--- src/rtl/scan_inject_base_if.sv ---
// Probe bundle exported by scan_inject_base: LFSR output, injection/capture strobes
// and the serial shadow-chain dump handshake.
interface scan_inject_base_if;
    logic out;
    logic err_en;
    logic err_ctrl;
    logic sh_clk;
    logic sh_rst;
    logic c_en;
    logic dump_en;
    logic ch_out;
    logic ch_out_vld;
    logic ch_out_done;

    modport master (
        output out, err_en, err_ctrl, sh_clk, sh_rst, c_en,
               dump_en, ch_out, ch_out_vld, ch_out_done
    );

    modport slave (
        input  out, err_en, err_ctrl, sh_clk, sh_rst, c_en,
               dump_en, ch_out, ch_out_vld, ch_out_done
    );
endinterface

--- src/rtl/scan_inject_base.sv ---
// Scan fault-injection experiment: LFSR payload, single-bit fault injection, shadow capture
// and serial dump. Optional macro DUMP_PARITY_EN appends an even-parity slot to the dump.
//
// state   | meaning
// IDLE    | one cycle after reset, shadow reset asserted
// RUN     | LFSR steps for RUN_CYCLES cycles
// INJECT  | flip or clear LFSR[INJ_BIT]
// CAPTURE | shadow chain loads the LFSR
// DUMP    | two cycles per chain bit, LSB first
// DONE    | end-of-dump pulse, fault type toggles on exit
module scan_inject_base #(
    parameter int unsigned     WIDTH      = 16,
    parameter logic [WIDTH-1:0] SEED      = 16'hACE1,
    parameter int unsigned     RUN_CYCLES = 32,
    parameter int unsigned     INJ_BIT    = 3
) (
    input  logic               clk,
    input  logic               rst,
    scan_inject_base_if.master probe
);

`ifdef DUMP_PARITY_EN
    localparam int unsigned NSLOT = WIDTH + 1;
`else
    localparam int unsigned NSLOT = WIDTH;
`endif
    localparam int unsigned DUMP_CYCLES = 2 * NSLOT;
    localparam int unsigned TMR_MAX     = (RUN_CYCLES > DUMP_CYCLES) ? RUN_CYCLES : DUMP_CYCLES;
    localparam int unsigned TMR_W       = $clog2(TMR_MAX + 1);

    localparam logic [TMR_W-1:0] RUN_LOAD  = TMR_W'(RUN_CYCLES - 1);
    localparam logic [TMR_W-1:0] DUMP_LOAD = TMR_W'(DUMP_CYCLES - 1);
    localparam logic [WIDTH-1:0] INJ_MASK  = {{(WIDTH-1){1'b0}}, 1'b1} << INJ_BIT;
    localparam logic [NSLOT-1:0] SLOT_ONE  = {{(NSLOT-1){1'b0}}, 1'b1};

    typedef enum logic [2:0] {
        ST_IDLE,
        ST_RUN,
        ST_INJECT,
        ST_CAPTURE,
        ST_DUMP,
        ST_DONE
    } state_t;

    state_t             state_q, state_d;
    logic [TMR_W-1:0]   tmr_q, tmr_d;
    logic [WIDTH-1:0]   lfsr_q, lfsr_d;
    logic [WIDTH-1:0]   chain_q, chain_d;
    logic               err_ctrl_q, err_ctrl_d;
    logic               err_en_q, err_en_d;
    logic               c_en_q, c_en_d;
    logic               dump_en_q, dump_en_d;
    logic               sh_clk_q, sh_clk_d;
    logic               sh_rst_q, sh_rst_d;
    logic               ch_out_q, ch_out_d;
    logic               vld_q, vld_d;
    logic               done_q, done_d;

    logic               fb;
    logic [TMR_W-1:0]   slot_d;
    logic [NSLOT-1:0]   dump_vec;

    assign fb = lfsr_q[0] ^ lfsr_q[2] ^ lfsr_q[3] ^ lfsr_q[5];

    always_comb begin
        state_d = state_q;
        tmr_d   = tmr_q;
        case (state_q)
            ST_IDLE: begin
                state_d = ST_RUN;
                tmr_d   = RUN_LOAD;
            end
            ST_RUN: begin
                if (tmr_q == '0) begin
                    state_d = ST_INJECT;
                end else begin
                    tmr_d = tmr_q - 1'b1;
                end
            end
            ST_INJECT: state_d = ST_CAPTURE;
            ST_CAPTURE: begin
                state_d = ST_DUMP;
                tmr_d   = DUMP_LOAD;
            end
            ST_DUMP: begin
                if (tmr_q == '0) begin
                    state_d = ST_DONE;
                end else begin
                    tmr_d = tmr_q - 1'b1;
                end
            end
            ST_DONE: begin
                state_d = ST_RUN;
                tmr_d   = RUN_LOAD;
            end
            default: state_d = ST_IDLE;
        endcase
    end

    // An all-zero LFSR would never leave zero, so the next step reloads the seed instead.
    always_comb begin
        lfsr_d = lfsr_q;
        case (state_q)
            ST_RUN:    lfsr_d = (lfsr_q == '0) ? SEED : {fb, lfsr_q[WIDTH-1:1]};
            ST_INJECT: lfsr_d = err_ctrl_q ? (lfsr_q ^ INJ_MASK) : (lfsr_q & ~INJ_MASK);
            default:   lfsr_d = lfsr_q;
        endcase
    end

    assign chain_d = (state_q == ST_CAPTURE) ? lfsr_q : chain_q;

`ifdef DUMP_PARITY_EN
    assign dump_vec = {^chain_d, chain_d};
`else
    assign dump_vec = chain_d;
`endif

    // Outputs are registered from next-state values so they line up with state_q.
    always_comb begin
        slot_d     = DUMP_LOAD - tmr_d;
        err_ctrl_d = (state_q == ST_DONE) ? ~err_ctrl_q : err_ctrl_q;
        err_en_d   = (state_d == ST_INJECT);
        c_en_d     = (state_d == ST_CAPTURE);
        dump_en_d  = (state_d == ST_DUMP);
        sh_rst_d   = (state_d == ST_IDLE);
        done_d     = (state_d == ST_DONE);
        sh_clk_d   = dump_en_d & slot_d[0];
        vld_d      = dump_en_d & slot_d[0];
        ch_out_d   = dump_en_d & (|(dump_vec & (SLOT_ONE << slot_d[TMR_W-1:1])));
    end

    always_ff @(posedge clk) begin
        if (!rst) begin
            state_q    <= ST_IDLE;
            tmr_q      <= '0;
            lfsr_q     <= SEED;
            chain_q    <= '0;
            err_ctrl_q <= 1'b1;
            err_en_q   <= 1'b0;
            c_en_q     <= 1'b0;
            dump_en_q  <= 1'b0;
            sh_clk_q   <= 1'b0;
            sh_rst_q   <= 1'b1;
            ch_out_q   <= 1'b0;
            vld_q      <= 1'b0;
            done_q     <= 1'b0;
        end else begin
            state_q    <= state_d;
            tmr_q      <= tmr_d;
            lfsr_q     <= lfsr_d;
            chain_q    <= chain_d;
            err_ctrl_q <= err_ctrl_d;
            err_en_q   <= err_en_d;
            c_en_q     <= c_en_d;
            dump_en_q  <= dump_en_d;
            sh_clk_q   <= sh_clk_d;
            sh_rst_q   <= sh_rst_d;
            ch_out_q   <= ch_out_d;
            vld_q      <= vld_d;
            done_q     <= done_d;
        end
    end

    assign probe.out         = lfsr_q[0];
    assign probe.err_en      = err_en_q;
    assign probe.err_ctrl    = err_ctrl_q;
    assign probe.sh_clk      = sh_clk_q;
    assign probe.sh_rst      = sh_rst_q;
    assign probe.c_en        = c_en_q;
    assign probe.dump_en     = dump_en_q;
    assign probe.ch_out      = ch_out_q;
    assign probe.ch_out_vld  = vld_q;
    assign probe.ch_out_done = done_q;

endmodule

--- src/flat_wrapper.sv ---
// flat-port wrapper written by rule: the top's interface ports become plain ports
module scan_inject_base_flat 
#(
    parameter int unsigned     WIDTH      = 16,
    parameter logic [WIDTH-1:0] SEED      = 16'hACE1,
    parameter int unsigned     RUN_CYCLES = 32,
    parameter int unsigned     INJ_BIT    = 3
)
  (clk, rst, probe_out, probe_err_en, probe_err_ctrl, probe_sh_clk, probe_sh_rst, probe_c_en, probe_dump_en, probe_ch_out, probe_ch_out_vld, probe_ch_out_done);
  scan_inject_base_if probe_i ();
  input  logic clk;
  input  logic rst;
  output wire logic [$bits(probe_i.out)-1:0] probe_out;
  output wire logic [$bits(probe_i.err_en)-1:0] probe_err_en;
  output wire logic [$bits(probe_i.err_ctrl)-1:0] probe_err_ctrl;
  output wire logic [$bits(probe_i.sh_clk)-1:0] probe_sh_clk;
  output wire logic [$bits(probe_i.sh_rst)-1:0] probe_sh_rst;
  output wire logic [$bits(probe_i.c_en)-1:0] probe_c_en;
  output wire logic [$bits(probe_i.dump_en)-1:0] probe_dump_en;
  output wire logic [$bits(probe_i.ch_out)-1:0] probe_ch_out;
  output wire logic [$bits(probe_i.ch_out_vld)-1:0] probe_ch_out_vld;
  output wire logic [$bits(probe_i.ch_out_done)-1:0] probe_ch_out_done;
  assign probe_out = probe_i.out;
  assign probe_err_en = probe_i.err_en;
  assign probe_err_ctrl = probe_i.err_ctrl;
  assign probe_sh_clk = probe_i.sh_clk;
  assign probe_sh_rst = probe_i.sh_rst;
  assign probe_c_en = probe_i.c_en;
  assign probe_dump_en = probe_i.dump_en;
  assign probe_ch_out = probe_i.ch_out;
  assign probe_ch_out_vld = probe_i.ch_out_vld;
  assign probe_ch_out_done = probe_i.ch_out_done;
  scan_inject_base #(.WIDTH(WIDTH), .SEED(SEED), .RUN_CYCLES(RUN_CYCLES), .INJ_BIT(INJ_BIT)) u_core (.clk(clk), .rst(rst), .probe(probe_i));
endmodule
--- config.mk ---
export PLATFORM = sky130hd
export DESIGN_NAME = scan_inject_base_flat
export DESIGN_NICKNAME = d
export VERILOG_FILES = /design/src/rtl/scan_inject_base_if.sv /design/src/rtl/scan_inject_base.sv /design/src/flat_wrapper.sv
export SDC_FILE = /design/constraint.sdc
export NUM_CORES = 1
export LEC_CHECK = 0
export CORE_MARGIN = 8
export CORE_UTILIZATION = 39
export CTS_BUF_LIST = sky130_fd_sc_hd__clkbuf_2 sky130_fd_sc_hd__clkbuf_4 sky130_fd_sc_hd__clkbuf_8
export DETAILED_ROUTE_END_ITERATION = 8
export PLACE_DENSITY = 0.67
export SYNTH_ARGS = -nofsm -noshare
export SYNTH_HDL_FRONTEND = slang
export SYNTH_SLANG_ARGS = --single-unit
--- constraint.sdc ---
create_clock -name clk -period 2.09 [get_ports clk]
set_clock_uncertainty 0.1 [all_clocks]
set_input_delay 0.418 -clock clk [delete_from_list [all_inputs] [get_ports clk]]
set_output_delay 0.418 -clock clk [all_outputs]
set_load 0.05 [all_outputs]
* After elaboration in Yosys (flattened, before gate mapping)
Index checks and enable logic that the tools add are counted.
Storage, ports and cells: register bits after elaboration 49, memories 0, bits of input ports 2, output and inout port bits 10, logic and storage cells 53, ROM bits 0, latch bits 0, RAM bits 0
Cells by class: order comparisons 0, divide/modulo/power cells 0, equality and inequality tests 9, shift operators 1, bitwise gates (word level) 9, reductions and logical operators 10, multiplexer cells 9, $mul 0, add/subtract/negate cells 2
Operators by type and width (count):
- 16-bit two-way mux | 2
- 16-bit case mux with 2 select lines | 1
- 16-bit bitwise AND | 1
- 16-bit logical NOT | 1
- 16-bit OR reduction | 1
- 1-bit by 5-bit left shift with 16-bit output (first input constant) | 1
- 3-bit case mux with 5 select lines | 1
- 3-bit by 2-bit equality test with 1-bit output (second input constant) | 4
- 3-bit equality test (second input constant) | 4
- 6-bit case mux with 2 select lines | 1
- 3-bit logical NOT | 2
- 6-bit logical NOT | 1
- 3-bit two-way mux | 2
- 6-bit two-way mux | 1
- 5-bit by 6-bit subtractor with 6-bit output (first input constant) | 1
- 6-bit by 1-bit subtractor with 6-bit output (second input constant) | 1
- 4-bit two-way mux | 1
- 2-bit OR reduction | 2
- 3-bit by 1-bit equality test with 1-bit output (second input constant) | 1
- 1-bit NOT | 3
- 3-bit OR reduction | 1
- 1-bit bitwise XOR | 3
- 1-bit bitwise AND | 2
- 2-bit AND reduction | 1
- 2-bit nonzero test | 1

* Logic depth before layout (Yosys ltp)
Gate-level depths: netlist (run 1).
depth after elaboration 8, gate-level depth with buffers 9, gate-level depth less buffers 8

* Least setup slack after synthesis (run 1)
Ideal clock, no wire load.
path kind register to register, start point register u_core.tmr_q[1], end point register u_core.ch_out_q, in the netlist u_core.probe.ch_out, stages on the path, launching flop included 10, path buffers 1, data required time 1855 ps, period minus slack after synthesis 2297 ps, data arrival time 2062 ps, setup time 135 ps, setup slack -207 ps, path through dfxtp_1 inv_1 ha_1 nor2b_1 a2111o_1 and3_4 buf_6 o211a_1 o311ai_2 a41oi_2
Between the ends: cells in the longest elaborated chain, start to end 8, elaborated cells on any way between the ends 13, those cells by class 2 x add/sub; 1 x eq/ne; 1 x shift; 5 x mux; 2 x bitwise; 2 x reduce/logical
RTL lines:
- start, declared | line scan_inject_base.sv:46 | logic [TMR_W-1:0] tmr_q, tmr_d;
- start signal, assigned | line scan_inject_base.sv:149 | tmr_q <= tmr_d;
- 6-bit by 1-bit subtractor with 6-bit output or 6-bit logical NOT (tied branches)
- 6-bit two-way mux | line scan_inject_base.sv:74, scan_inject_base.sv:86
- 6-bit case mux with 2 select lines | line scan_inject_base.sv:68 | case (state_q)
- 5-bit by 6-bit subtractor with 6-bit output | line scan_inject_base.sv:120 | slot_d = DUMP_LOAD - tmr_d;
- 1-bit by 5-bit left shift with 16-bit output | line scan_inject_base.sv:129 | ch_out_d = dump_en_d & (|(dump_vec & (SLOT_ONE << slot_d[TMR_W-1:1])));
- 16-bit bitwise AND | line scan_inject_base.sv:129
- 16-bit OR reduction | line scan_inject_base.sv:129
- 1-bit bitwise AND (*) | line scan_inject_base.sv:129
- end signal, assigned | line scan_inject_base.sv:158 | ch_out_q <= ch_out_d;
- end, declared | line scan_inject_base.sv:55 | logic ch_out_q, ch_out_d;
Mark *: on every way between the ends. The rest lies on a longest branch, timed or not. A chain may end at the register's enable or synchronous reset.

* Worst setup path in the final report (run 1)
start point register u_core.tmr_q[0], end point register u_core.ch_out_q, in the netlist u_core.probe.ch_out
Same word-level chain as after synthesis.

==> results.sh, run 1 <==
export IMPL_status="completed"
export IMPL_fin_nets=278
export IMPL_cp_required_ns=2.17
export IMPL_antenna_found_initial=0
export IMPL_endpoint_kind="flop"
export IMPL_core_um2=5850
export IMPL_drive_above_1_share=0.207
export IMPL_grt_pass1_vias=1772
export IMPL_synth_mux_area_frac=0.0760
export IMPL_ys_async_sr_fraction=0
export IMPL_synth_distinct_cells=55
export IMPL_syn_area_um2=2340
export IMPL_seqPwrFrac=0.467
export IMPL_cts_tree="done"
export IMPL_cts_max_path_buffers=2
export IMPL_syn_to_final_growth_pct=17.8
export IMPL_p_comb_frac=0.232
export IMPL_grt_pass1_wl_um=8370
export IMPL_synth_area_leaders="dfxtp_1 42%, nand2_1 5.3%, mux2i_1 4.7%"
export IMPL_routed_via_density=5.27
export IMPL_rsz0062_at_grt="true"
export IMPL_tightest_slew_ns=0.494
export IMPL_dp_cells=342
export IMPL_htreeDepth=2
export IMPL_synth_seq_cells=49
export IMPL_rows=28
export IMPL_clock_sinks=49
export IMPL_clockPowerShare=0.301
export IMPL_n_fill_cell=561
export IMPL_start_util=0.399
export IMPL_yosys_warnings=0
export IMPL_timing_hold_ws_ns=0.371
export IMPL_synth_compound_area_share=0.186
export IMPL_globalplace_congestion=0.797
export IMPL_synthesis_nets=263
export IMPL_wl_um=5000
export IMPL_p_int_mw=1.59
export IMPL_worst_hold_path_type="flop to flop"
export IMPL_syn_inst=259
export IMPL_yosys_area_share_simple=0.224
export IMPL_die_y_um=93.4
export IMPL_hold_end="u_core.chain_q[12]$_SDFF_PN0_"
export IMPL_final_common_cell="dfxtp_1"
export IMPL_postCtsSetupBuffers=0
export IMPL_dr_total_vias=1846
export IMPL_firstDrtPassIters=4
export IMPL_reg2reg_depth=9
export IMPL_synth_fa_ha_area_frac=0.0107
export IMPL_postRouteAntennaNets=0
export IMPL_die_x_um=93.4
export IMPL_drcViolationCount=0
export IMPL_initialDrtViolationCount=134
export IMPL_synth_edff_count=0
export IMPL_worstReg2RegEnd="u_core.probe.ch_out$_SDFF_PN0_"
export IMPL_synth_largest_area_cell="dfxtp_1"
export IMPL_slew_headroom=0.669
export IMPL_avgSynthCellArea_um2=9.02
export IMPL_hold_violations=0
export IMPL_report_final_slew_viol_count=0
export IMPL_final_cell_mix="45 x dfxtp_1, 33 x nand2_1, 17 x buf_4"
export IMPL_grt_max_degree=38
export IMPL_grt_overflow=0
export IMPL_worstSkewPairLatency_ns=0.30
export IMPL_setup_viol=0
export IMPL_synth_top_family_by_area="simple AND/OR/NAND/NOR gates"
export IMPL_critical_path_class="flop to flop"
export IMPL_ff2ff_setup_slack_ns=0.03
export IMPL_finalCritPeriodShare=0.986
export IMPL_wire_per_inst_um=14.3
export IMPL_swShare=0.300
export IMPL_vdd_ir_drop_max_uv=517
export IMPL_seq_area_frac_synth=0.420
export IMPL_yosysTopAreaCellShare=0.420
export IMPL_critPathLaunchType="flop"
export IMPL_io_buffers=11
export IMPL_ios=12
export IMPL_ff_latch_area_um2=986
export IMPL_multi_input_area_um2=1300
export IMPL_stdcell_count=350
export IMPL_dp_hpwl_um=3480
export IMPL_power_leakage_nw=1.06
export IMPL_hp_start="u_core.chain_q[12]$_SDFF_PN0_"
export IMPL_cp_arrival_ns=2.14
export IMPL_grt_total_usage=0.119
export IMPL_r2r_start="u_core.tmr_q[0]$_SDFF_PN0_"
export IMPL_path_max_fanout=6
export IMPL_max_freq_mhz=485
export IMPL_power_density_nw_per_um2=823
export IMPL_cts_clk_slew_worst_paths_ns=0.09
export IMPL_period_needed_ns=2.06
export IMPL_holdPathStages=2
export IMPL_diodes=0
export IMPL_synthFlopType="dfxtp_1"
export IMPL_power_mw=2.27
export IMPL_cts_root_buf="clkbuf_8"
export IMPL_synth_xor_area_frac=0.0294
export IMPL_p_sw_mw=0.681
export IMPL_design_die_area_um2=8730
export IMPL_maxCapViolations=0
export IMPL_cts_buffers_inserted=5
[through the flow]
stage	setup WS (ns)	TNS, ns	util	instance area, µm²
final	0.0285	0	0.471	2750
after detailed placement	-0.0342	-0.0342	0.442	2590
after floorplan	-0.104	-0.104	-	2360
after CTS	0.00457	0	0.465	2720
after global placement	0.0339	0	0.442	2590
after global routing	-0.0622	-0.0622	0.471	2750
[per-layer routing]
layer	vias up	track usage	part of all wire
met5	-	0	0
met4	0	0.0376	0.0080
met3	5	0.0272	0.037
met2	23	0.202	0.48
met1	882	0.145	0.48
li1	936	-	-
[sequential cells by signal, summed over array words and instances (netlist names)]
signal and cells:
u_core.lfsr_q 16, u_core.probe.sh_clk 1, u_core.probe.sh_rst 1, u_core.probe.c_en 1
u_core.tmr_q 6, u_core.probe.ch_out 1, u_core.probe.dump_en 1, u_core.state_q 3
u_core.chain_q 16, u_core.probe.err_en 1, u_core.probe.err_ctrl 1, u_core.probe.ch_out_done 1
[cell families (layout without fill, tap and decap cells)]
group,Yosys count,after routing
buffers and inverters,24,40
adder cells (fa/ha/maj),2,2
AO/OA/AOI/OAI,57,57
flip-flops,49,49
multiplexers,17,17
XOR/XNOR,7,7
AND/OR/NAND/NOR,103,103
[synth_stat cells, types with 4 or more instances]
library cell,number
a211oi_1,5
nor3_1,11
clkbuf_1,10
o21ai_0,14
nor2_1,16
nor2b_1,10
a31oi_1,5
a21boi_0,6
mux2_2,4
and2_1,12
a21boi_1,5
nand2_1,33
inv_1,4
mux2i_1,11
dfxtp_1,49
nor4_1,5
[power groups by stage]
stage	registers [mW]	logic (mW)	clock network, mW
global placement	1.08	0.479	0
finish	1.06	0.525	0.682
CTS	1.06	0.505	0.698
global route	1.07	0.582	0.740
floorplan	1.08	0.359	0
detailed placement	1.08	0.486	0
[repair_timing]
item,4_1_cts,5_1_grt
hold endpoints to repair,0,0
hold buffers,0,0
pin swaps,1,1
gates resized for setup,3,9
endpoints found under the setup margin,1,1
[final cells by class]
type,count,area share
repair buffers,28,0.0900
inverters,4,0.00545
clock buffers,5,0.0250
well taps,75,0.0341
flip-flops and latches,49,0.358
clock inverters,3,0.0159
multi-input cells,186,0.472
[worst max-delay path by stage]
stage,startpoint,end,cells after the start
floorplan,u_core.tmr_q[1]$_SDFF_PN0_,u_core.probe.ch_out$_SDFF_PN0_,9
global placement,u_core.tmr_q[0]$_SDFF_PN0_,u_core.probe.ch_out$_SDFF_PN0_,8
global route,u_core.tmr_q[1]$_SDFF_PN0_,u_core.probe.ch_out$_SDFF_PN0_,9
CTS,u_core.tmr_q[3]$_SDFF_PN0_,u_core.probe.ch_out$_SDFF_PN0_,6
finish,u_core.tmr_q[0]$_SDFF_PN0_,u_core.probe.ch_out$_SDFF_PN0_,9
detailed placement,u_core.tmr_q[0]$_SDFF_PN0_,u_core.probe.ch_out$_SDFF_PN0_,8
[worst max-delay path: stages, from the launching register on]
cell      delay [ns]
dfxtp_2         0.34
inv_2           0.06
ha_4            0.15
nor2b_4         0.12
a2111o_1        0.39
buf_4           0.18
a31oi_4         0.18
a211oi_2        0.07
o311ai_2        0.30
a41oi_2         0.06
Power figures use the tool's default switching activity.
==> run 2: changes to the inputs <==
--- a/config.mk
+++ b/config.mk
@@ -8,7 +8,9 @@
 export CORE_MARGIN = 8
 export CORE_UTILIZATION = 39
 export CTS_BUF_LIST = sky130_fd_sc_hd__clkbuf_2 sky130_fd_sc_hd__clkbuf_4 sky130_fd_sc_hd__clkbuf_8
+export CTS_CLUSTER_DIAMETER = 60
 export DETAILED_ROUTE_END_ITERATION = 8
+export MAX_ROUTING_LAYER = met4
 export PLACE_DENSITY = 0.67
 export SYNTH_ARGS = -nofsm -noshare
 export SYNTH_HDL_FRONTEND = slang
==> results.sh, run 2 (same netlist as run 1, synthesis figures left out) <==
export IMPL_status="completed"
export IMPL_postRouteAntennaNets=0
export IMPL_setup_viol=0
export IMPL_wl_um=4980
export IMPL_die_x_um=93.4
export IMPL_n_fill_cell=561
export IMPL_slowest_delay_ns=0.39
export IMPL_path_cells="inv_2 > ha_4 > nor2b_4 > a2111o_1 > buf_4 > a31oi_4 > a211oi_2 > o311ai_2 > a41oi_2"
export IMPL_io_buffers=11
export IMPL_dp_hpwl_um=3480
export IMPL_crit_family="compound AO/OA/AOI/OAI gates"
export IMPL_clock_sinks=49
export IMPL_cts_hold_buf=0
export IMPL_diodes=0
export IMPL_drcViolationCount=0
export IMPL_routed_via_density=5.28
export IMPL_grt_max_degree=38
export IMPL_syn_to_final_growth_pct=17.8
export IMPL_clockPowerShare=0.300
export IMPL_rsz0062_at_grt="true"
export IMPL_dp_cells=342
export IMPL_vdd_ir_drop_max_uv=517
export IMPL_p_sw_mw=0.678
export IMPL_cp_arrival_ns=2.14
export IMPL_firstDrtPassIters=4
export IMPL_grt_total_usage=0.122
export IMPL_postCtsSetupBuffers=0
export IMPL_tightest_slew_ns=0.498
export IMPL_grt_pass1_vias=1769
export IMPL_worstSkewPairLatency_ns=0.30
export IMPL_power_mw=2.26
export IMPL_slew_headroom=0.667
export IMPL_core_um2=5850
export IMPL_path_max_fanout=6
export IMPL_cts_root_buf="clkbuf_8"
export IMPL_die_y_um=93.4
export IMPL_final_common_cell="dfxtp_1"
export IMPL_start_util=0.399
export IMPL_power_leakage_nw=1.06
export IMPL_htreeDepth=2
export IMPL_drive_above_1_share=0.207
export IMPL_wire_per_inst_um=14.2
export IMPL_multi_input_area_um2=1300
export IMPL_grt_overflow=0
export IMPL_power_density_nw_per_um2=822
export IMPL_swShare=0.299
export IMPL_rows=28
export IMPL_globalplace_congestion=0.809
export IMPL_design_die_area_um2=8730
export IMPL_finalCritPeriodShare=0.988
export IMPL_final_cell_mix="45 x dfxtp_1, 33 x nand2_1, 17 x buf_4"
export IMPL_ff_latch_area_um2=986
export IMPL_period_needed_ns=2.06
export IMPL_ff2ff_setup_slack_ns=0.03
export IMPL_stdcell_count=350
export IMPL_max_freq_mhz=484
export IMPL_cts_buffers_inserted=5
export IMPL_cts_clk_slew_worst_paths_ns=0.09
export IMPL_p_comb_frac=0.232
export IMPL_cts_max_path_buffers=2
export IMPL_critPathBufInv=2
export IMPL_cts_tree="done"
export IMPL_dr_total_vias=1847
export IMPL_ios=12
export IMPL_largestRegisters="u_core.chain_q x16, u_core.lfsr_q x16, u_core.tmr_q x6"
export IMPL_cp_required_ns=2.17
export IMPL_p_int_mw=1.59
export IMPL_critical_path_class="flop to flop"
export IMPL_hold_violations=0
export IMPL_antenna_found_initial=0
export IMPL_tns_ns=0
export IMPL_pre_cts_slack_ns=-0.0342
export IMPL_critPathLaunchType="flop"
export IMPL_worst_slack_ns=0.0260
export IMPL_fin_nets=278
export IMPL_endpoint_kind="flop"
export IMPL_report_final_slew_viol_count=0
export IMPL_crit_slowest_cell="a2111o_1"
export IMPL_grt_pass1_wl_um=8360
export IMPL_initialDrtViolationCount=114
export IMPL_seqPwrFrac=0.468
export IMPL_worst_hold_path_type="flop to flop"
export IMPL_maxCapViolations=0
-- run 2: final cells by class --
cell class                      instances  area share
Inverter                                4     0.00545
Clock buffer                            5      0.0250
Tap cell                               75      0.0341
Sequential cell                        49       0.358
Clock inverter                          3      0.0159
Multi-Input combinational cell        186       0.472
Timing Repair Buffer                   28      0.0900
-- run 2: power groups by stage --
stage / combinational, mW / sequential [mW] / clock (mW)
floorplan: 0.359 / 1.08 / 0
finish: 0.526 / 1.06 / 0.679
global route: 0.582 / 1.07 / 0.740
detailed placement: 0.486 / 1.08 / 0
global placement: 0.479 / 1.08 / 0
CTS: 0.505 / 1.06 / 0.698
-- run 2: worst paths after layout --
kind                                 start                             end  depth (start not counted)
max             u_core.tmr_q[0]$_SDFF_PN0_  u_core.probe.ch_out$_SDFF_PN0_                          9
min          u_core.chain_q[12]$_SDFF_PN0_   u_core.chain_q[12]$_SDFF_PN0_                          2
max reg2reg     u_core.tmr_q[0]$_SDFF_PN0_  u_core.probe.ch_out$_SDFF_PN0_                          9
min reg2reg  u_core.chain_q[12]$_SDFF_PN0_   u_core.chain_q[12]$_SDFF_PN0_                          2
-- run 2: worst register-to-register path, delay by kind of cell (launching register included) --
kind	cells	cell delay, ns
simple gates	1	0.12
fa+ha+maj	1	0.15
buf+inv	2	0.24
compound gates	5	1.00
flops	1	0.34
-- run 2: what timing repair did --
| item | 4_1_cts | 5_1_grt |
|---|---|---|
| setup endpoints to repair | 1 | 1 |
| pin swaps | 1 | 1 |
| gates resized for setup | 3 | 9 |
-- run 2: layer usage --
| metal | up-vias | track usage | wire (µm) |
|---|---|---|---|
| li1 | 938 | - | - |
| met1 | 879 | 0.145 | 2350 |
| met2 | 25 | 0.203 | 2410 |
| met3 | 5 | 0.0264 | 177 |
| met4 | 0 | 0.0376 | 40 |
| met5 | - | - | 0 |
-- run 2: stage by stage --
stage                     hold WS [ns]   util  cell area (µm²)
after CTS                        0.372  0.465             2720
after global routing             0.387  0.471             2750
after detailed placement         0.359  0.442             2590
final                            0.371  0.471             2750
after global placement           0.356  0.442             2590
after floorplan                  0.343      -             2360
